[src/rtl/id_ex_stage.sv]
// ID/EX pipeline register with write-back bypass, stall hold and flush bubble.
// Optional performance counters are enabled by defining ID_EX_PERF_CNT_EN.
module id_ex_stage #(
    parameter int DATA_WIDTH     = 32,
    parameter int REG_ADDR_WIDTH = 5,
    parameter int ALUOP_WIDTH    = 4
) (
    input  logic                      Clock,
    input  logic                      Reset,
    input  logic                      Stall,
    input  logic                      Flush,
    input  logic                      ValidIn,
    input  logic [31:0]               Instruction,
    input  logic [31:0]               PCPlus4In,
    input  logic [DATA_WIDTH-1:0]     ReadData1,
    input  logic [DATA_WIDTH-1:0]     ReadData2,
    input  logic                      WBRegWrite,
    input  logic [REG_ADDR_WIDTH-1:0] WBWriteRegister,
    input  logic [DATA_WIDTH-1:0]     WBWriteData,
    input  logic                      ExtOp,
    input  logic                      RegWriteIn,
    input  logic                      MemReadIn,
    input  logic                      MemWriteIn,
    input  logic                      MemToRegIn,
    input  logic                      ALUSrcIn,
    input  logic                      RegDstIn,
    input  logic [ALUOP_WIDTH-1:0]    ALUOpIn,
    output logic                      ValidOut,
    output logic [DATA_WIDTH-1:0]     RsData,
    output logic [DATA_WIDTH-1:0]     RtData,
    output logic [DATA_WIDTH-1:0]     ImmExt,
    output logic [REG_ADDR_WIDTH-1:0] Rs,
    output logic [REG_ADDR_WIDTH-1:0] Rt,
    output logic [REG_ADDR_WIDTH-1:0] Rd,
    output logic [4:0]                Shamt,
    output logic [5:0]                Funct,
    output logic [31:0]               PCPlus4Out,
    output logic                      RegWriteOut,
    output logic                      MemReadOut,
    output logic                      MemWriteOut,
    output logic                      MemToRegOut,
    output logic                      ALUSrcOut,
    output logic                      RegDstOut,
    output logic [ALUOP_WIDTH-1:0]    ALUOpOut
`ifdef ID_EX_PERF_CNT_EN
    ,
    output logic [31:0]               StallCycles,
    output logic [31:0]               BubbleCount
`endif
);

    function automatic logic [DATA_WIDTH-1:0] ext_imm(input logic [15:0] imm, input logic sgn);
        ext_imm = {{(DATA_WIDTH-16){sgn & imm[15]}}, imm};
    endfunction

    logic                      r_valid;
    logic [DATA_WIDTH-1:0]     r_rs_data;
    logic [DATA_WIDTH-1:0]     r_rt_data;
    logic [DATA_WIDTH-1:0]     r_imm;
    logic [REG_ADDR_WIDTH-1:0] r_rs;
    logic [REG_ADDR_WIDTH-1:0] r_rt;
    logic [REG_ADDR_WIDTH-1:0] r_rd;
    logic [4:0]                r_shamt;
    logic [5:0]                r_funct;
    logic [31:0]               r_pc4;
    logic [5:0]                r_ctrl;
    logic [ALUOP_WIDTH-1:0]    r_aluop;

    logic [REG_ADDR_WIDTH-1:0] w_rs_idx;
    logic [REG_ADDR_WIDTH-1:0] w_rt_idx;
    logic [DATA_WIDTH-1:0]     w_rs_data;
    logic [DATA_WIDTH-1:0]     w_rt_data;
    logic                      w_hold_rs_hit;
    logic                      w_hold_rt_hit;

    assign w_rs_idx = Instruction[25:21];
    assign w_rt_idx = Instruction[20:16];

    // The register file commits WB at this same edge, so its read ports still show stale data.
    assign w_rs_data = (WBRegWrite && (WBWriteRegister == w_rs_idx) && (w_rs_idx != '0))
                       ? WBWriteData : ReadData1;
    assign w_rt_data = (WBRegWrite && (WBWriteRegister == w_rt_idx) && (w_rt_idx != '0))
                       ? WBWriteData : ReadData2;

    assign w_hold_rs_hit = r_valid && WBRegWrite && (WBWriteRegister == r_rs) && (r_rs != '0);
    assign w_hold_rt_hit = r_valid && WBRegWrite && (WBWriteRegister == r_rt) && (r_rt != '0);

    always_ff @(posedge Clock) begin
        if (Reset || Flush) begin
            r_valid   <= 1'b0;
            r_rs_data <= '0;
            r_rt_data <= '0;
            r_imm     <= '0;
            r_rs      <= '0;
            r_rt      <= '0;
            r_rd      <= '0;
            r_shamt   <= '0;
            r_funct   <= '0;
            r_pc4     <= '0;
            r_ctrl    <= '0;
            r_aluop   <= '0;
        end else if (Stall) begin
            // A held entry must not lose a result written back while it waits.
            if (w_hold_rs_hit) r_rs_data <= WBWriteData;
            if (w_hold_rt_hit) r_rt_data <= WBWriteData;
        end else begin
            r_valid   <= ValidIn;
            r_rs_data <= w_rs_data;
            r_rt_data <= w_rt_data;
            r_imm     <= ext_imm(Instruction[15:0], ExtOp);
            r_rs      <= w_rs_idx;
            r_rt      <= w_rt_idx;
            r_rd      <= Instruction[15:11];
            r_shamt   <= Instruction[10:6];
            r_funct   <= Instruction[5:0];
            r_pc4     <= PCPlus4In;
            r_ctrl    <= ValidIn ? {RegWriteIn, MemReadIn, MemWriteIn, MemToRegIn, ALUSrcIn, RegDstIn}
                                 : 6'b0;
            r_aluop   <= ValidIn ? ALUOpIn : '0;
        end
    end

    assign ValidOut    = r_valid;
    assign RsData      = r_rs_data;
    assign RtData      = r_rt_data;
    assign ImmExt      = r_imm;
    assign Rs          = r_rs;
    assign Rt          = r_rt;
    assign Rd          = r_rd;
    assign Shamt       = r_shamt;
    assign Funct       = r_funct;
    assign PCPlus4Out  = r_pc4;
    assign RegWriteOut = r_ctrl[5];
    assign MemReadOut  = r_ctrl[4];
    assign MemWriteOut = r_ctrl[3];
    assign MemToRegOut = r_ctrl[2];
    assign ALUSrcOut   = r_ctrl[1];
    assign RegDstOut   = r_ctrl[0];
    assign ALUOpOut    = r_aluop;

`ifdef ID_EX_PERF_CNT_EN
    logic [31:0] r_stall_cnt;
    logic [31:0] r_bubble_cnt;

    always_ff @(posedge Clock) begin
        if (Reset) begin
            r_stall_cnt  <= '0;
            r_bubble_cnt <= '0;
        end else begin
            if (Stall && !Flush) r_stall_cnt <= r_stall_cnt + 32'd1;
            if (Flush)           r_bubble_cnt <= r_bubble_cnt + 32'd1;
        end
    end

    assign StallCycles = r_stall_cnt;
    assign BubbleCount = r_bubble_cnt;
`endif

endmodule

[config.mk]
export PLATFORM = sky130hd
export DESIGN_NAME = id_ex_stage
export DESIGN_NICKNAME = d
export VERILOG_FILES = /design/src/rtl/id_ex_stage.sv
export SDC_FILE = /design/constraint.sdc
export NUM_CORES = 1
export LEC_CHECK = 0
export ABC_CLOCK_PERIOD_IN_PS = 1700
export CAP_MARGIN = 20
export CORE_UTILIZATION = 37
export DETAILED_ROUTE_END_ITERATION = 10
export HOLD_SLACK_MARGIN = 0.06
export PLACE_DENSITY = 0.79
export SLEW_MARGIN = 20
export SYNTH_ARGS = -nofsm -noshare
export SYNTH_HDL_FRONTEND = slang
export SYNTH_SLANG_ARGS = --single-unit
[constraint.sdc]
create_clock -name Clock -period 1.7 [get_ports Clock]
set_input_delay 0.34 -clock Clock [delete_from_list [all_inputs] [get_ports Clock]]
set_output_delay 0.34 -clock Clock [all_outputs]
set_load 0.02 [all_outputs]
Yosys cells after proc, flatten, opt, wreduce, memory -nomap -nowiden

Index checks and enable logic that the tools add are counted.

Equality and inequality tests: 6
Mux-type cells: 8
Bitwise logic cells: 1
Reductions and logical operators: 14

Operator list:

| kind                                                   | count |
|---|---|
| 2-to-1 mux 32 bit                                      | 6 |
| == test 5 bit                                          | 4 |
| nonzero test 5 bit                                     | 4 |
| logical AND 1 bit                                      | 9 |
| 2-to-1 mux 6 bit                                       | 1 |
| 2-to-1 mux 4 bit                                       | 1 |
| inequality test 2 x 1 -> 1 bit (second input constant) | 2 |
| AND 1 bit                                              | 1 |
| logical OR 1 bit                                       | 1 |

Flip-flop bits (word level): 150
Input bits: 182
Output and inout port bits: 165
Logic and storage cells: 41

Logic depth before layout (Yosys ltp)

Depth after elaboration: 5
Depth in mapped cells: 7
Gate-level depth less buffers: 5

Worst setup path before layout

Ideal clock, no wire load.

Path kind: register to register
Start: reg r_rt[3], in the netlist Rt[3]
End: reg r_rt_data[26], in the netlist RtData[26]
Arrival: 1.775 ns
Path slack: -0.193 ns
Cell stages (with the launch flop): 7
Buffers on the path: 1
Clock period less this slack: 1.893 ns
Path through: dfxtp_1 -> xnor2_1 -> nand3_1 -> o41ai_4 -> buf_6 -> o31a_1 -> a21oi_2

Cells in the longest elaborated chain, start to end: 4
Elaborated cells on any way between the ends: 5
Classes of those cells: 2 x eq/ne; 3 x reduce/logical

RTL lines:

| what                                                | line | RTL |
|---|---|---|
| start: declaration                                  | 61   | `logic [REG_ADDR_WIDTH-1:0] r_rt;` |
| start signal: assignment                            | 112  | `r_rt <= w_rt_idx;` |
| == test 5 bit                                       | 86   | `assign w_hold_rt_hit = r_valid && WBRegWrite && (WBWriteRegister == r_rt) && (r_rt != '0);` |
| logical AND 1 bit                                   | 86   |  |
| logical AND 1 bit (*)                               | 86   |  |
| inequality test 2 x 1 -> 1 bit (no source line) (*) | --   |  |
| end signal: assignment                              | 105  | `if (w_hold_rt_hit) r_rt_data <= WBWriteData;` |
| end signal: assignment                              | 109  | `r_rt_data <= w_rt_data;` |
| end: declaration                                    | 58   | `logic [DATA_WIDTH-1:0] r_rt_data;` |

Every way passes the cells marked *; elsewhere a longest branch is shown, timed or not.
A chain may end at the register's enable or synchronous reset.

Final worst setup path

Start: reg r_rt[0], in the netlist Rt[0]
End: reg r_rt_data[15], in the netlist RtData[15]

The elaborated chain is that of the path after synthesis.

==> results.md <==
* Status: finished with violations
* Violated checks: negative setup slack
* Fin cells at 1364
* Final Power at 8.787 mW
* Residual DRC count at 0
* CP Capture Type: flop
* Layout Skew at 5.902 ps
* Max Cap Viol at 0
* GPL Wtd Cong at 0.8123
* Unique masters post-synth at 39
* Slew @ Worst Pin at 590.8 ps
* Die area at about 19000 sq um
* Shortest period the worst path allows at around 1800 ps
* Syn Nets at between 900 and 1000
* Seq/Total Area, Yosys at 0.3947
* Leakage power at 5.226 nW
* Top cell type by total area after synthesis: dfxtp_1
* Synth async-reset ratio at 0
* Setup CP Type: reg2reg
* Final setup vio count at 64
* Setup TNS at -3670 ps
* Most common cell after layout, fill and taps aside: dlygate4sd2_1
* Antenna violations before repair at 1
* Placed Instance Area at between 10000 and 15000 sq um
* Routed wl met2 at 12610 um
* Fmax at roughly 550 MHz
* PortBufs at 340
* Pre-CTS setup slack at -611.1 ps
* Routed WL at 25320 um
* Hold crit path type: in2reg
* CTS tree: built
* Max stage delay on crit path at roughly 550 ps
* CP Depth at 6
* Mapped Area at 6797 sq um
* First-pass GRT wire length at around 37000 um
* Hold Buf Count CTS at 0
* Share of post-route cells with drive strength above 1 at 0.1737
* Vias in the first global route at 7115
* Post-route cell area at 11280 sq um
* Mean Syn Cell Area at 8.464 sq um
* Fin worst setup slack at -109.3 ps
* Power per cell area at 778.7 nW/um^2
* Die extent in x at 137.5 um
* Critical Path Fanout Max at 64
* GRT Total Usage at 0.2558
* Fin. max-slew vios at 0
* CP required at approximately 2100 ps
* Site row count at 49
* Area Overhead vs Synth at 66.02%
* R2r worst-path depth at 6
* Pin count of the biggest net entering global routing at 65
* Starting Density at 0.3784
* Number of synthesized register bits at 134
* Worst-path cell chain: or4_4 > a21oi_4 > o41ai_4 > buf_12 > o31a_2 > a21oi_2
* Number of I/O pins at ~350
* Launch point of the worst path: Rt[0]
* Remaining Overflow, GRT at 0
* Die height at roughly 140 um
* Core area at approximately 18000 sq um
* Crit-path leading delay family: compound AO/OA/AOI/OAI gates
* Skew-Pair Late Insertion Delay at 420 ps
* CTS Root Cell: clkbuf_16
* DRT Pass-1 Iters at 5
* Initial DRC count at 408
* Slowest cell on the critical path: or4_4
* Main flop type after synthesis: dfxtp_1
* Met3 wire len at between 2000 and 2500 um
* Clock tree buffer depth at 2
* H-tree lvl count at 4
* WL per Instance at 18.56 um
* Synth Warn # at 0
* Buffers & Inverters on Critical Path at 1
* Nets@finish at 1303
* Worst Path Arrival at 2160 ps
* Post-synth EDFFs at 0
* RSZ-0062 raised after global routing: true
* Worst-path clk slew at 60 ps
* DR vias at 7230
* Top cell type's share of synthesized area at 0.3947
* Detail Route Antenna Nets at 0
* Most frequent cells in the layout: 171 x dlygate4sd2_1, 164 x clkdlybuf4s50_1, 123 x dfxtp_1
* R2R setup slack at -110 ps
* Worst Setup EP: RtData[15]
* CP startpoint kind: flop
* Gate Count Post-Synth at ~800
* Area contributors post-synth: dfxtp_1 39%, mux2i_1 8.4%, nor2_1 5.6%
* Metal-1 WL at 9667 um
* Post-Place Cells at roughly 1300
* Final hold viol count at 0
* CTS buffer count at 17
* FF-to-FF Start: Rt[0]
* Max rail drop VDD at 0.6553 mV
* Detailed Place HPWL at 16730 um
* Tcrit/Tclk final at 1.064
* Via density at 5.301
* CTS Sinks at about 130
* Top routing layer used: met4
* Slew HR at 0.6043
* R2r endpoint: RtData[15]
==> cell usage after synthesis (all sizes together), types with 2 or more instances <==
| library cell | n |
|---|---|
| a311oi | 29 |
| a31oi | 35 |
| clkbuf | 40 |
| nor2b | 2 |
| o41ai | 2 |
| inv | 67 |
| nand2 | 30 |
| a311o | 3 |
| buf | 62 |
| xor2 | 9 |
| a21oi | 35 |
| o21ai | 97 |
| a22oi | 11 |
| nand3 | 31 |
| mux2i | 57 |
| nor4 | 2 |
| and2 | 5 |
| xnor2 | 7 |
| nor2 | 101 |
| o31a | 34 |
| nor3 | 2 |
| dfxtp | 134 |
==> cell families (layout without fill, tap and decap cells) <==
family | count (synthesis) | in the layout | synth area share
flip-flops | 134 | 134 | 0.3947
AO/OA/AOI/OAI | 251 | 251 | 0.2631
multiplexers | 57 | 57 | 0.08395
buffers and inverters | 169 | 500 | 0.1283
other | 0 | 1 | 0
AND/OR/NAND/NOR | 176 | 176 | 0.1094
XOR/XNOR | 16 | 16 | 0.02062
==> worst min path at each step <==
stage               startpoint             end  slack, ps  cells after the start
2_1_floorplan  WBWriteData[17]      RtData[17]        470                      2
3_3_place_gp     PCPlus4Out[0]   PCPlus4Out[0]        470                      2
3_5_place_dp    PCPlus4Out[27]  PCPlus4Out[27]        490                      2
4_1_cts                  Stall        ValidOut        240                      3
5_1_grt                  Stall        ValidOut        290                      3
6_report                 Stall        ValidOut        260                      3
==> through the flow <==
stage                     utilization  hold slack [ps]
after detailed placement       0.5785            485.8
after global placement         0.5785            472.3
final                          0.6281            260.6
after CTS                      0.6216            241.3
after global routing           0.6281            291.2
after floorplan                     -            472.4
==> power by group <==
| part | leakage (nW) | switching [mW] | internal [mW] | total (mW) |
|---|---|---|---|---|
| clock | 0.278 | 1.59 | 2.05 | 3.64 |
| combinational | 3.85 | 0.928 | 0.913 | 1.84 |
| sequential | 1.10 | 0.0678 | 3.24 | 3.31 |
==> registers in the layout (all words and copies together), names as in the netlist <==
signal,flops
PCPlus4Out,32
RtData,32
Rt,5
RsData,32
r_ctrl,6
ALUOpOut,4
Rs,5
ValidOut,1
ImmExt,17
==> cell type report <==
cell class,count,area (sq um)
fill,1544,6680
multi-input combinational,500,3477
clock buffer,17,425.4
antenna,1,2.502
tap,229,286.5
sequential,134,2716
inverter,67,251.5
timing repair buffer,401,3981
clock inverter,15,142.6
==> what timing repair did <==
item	in CTS	in global routing
gates cloned	8	2
resized for setup	205	47
hold endpoints to repair	0	0
setup buffers	8	5
setup endpoints to repair	228	73
pin swaps	16	7
==> worst reg2reg max path: cells and delay by family, from the launching register on <==
kind	cells	cell delay (ps)
and+or+nand+nor	1	550
AOI/OAI and AO/OA	4	630
buffers and inverters	1	210
DFF	1	360
==> metal layers <==
layer / vias to the layer above / global-route usage
li1: 3420 / -
met5: - / 0
met3: 50 / 0.08021
met2: 370 / 0.4539
met4: 0 / 0.1026
met1: 3390 / 0.2810
Note: power is estimated with default switching activity, not from simulation.
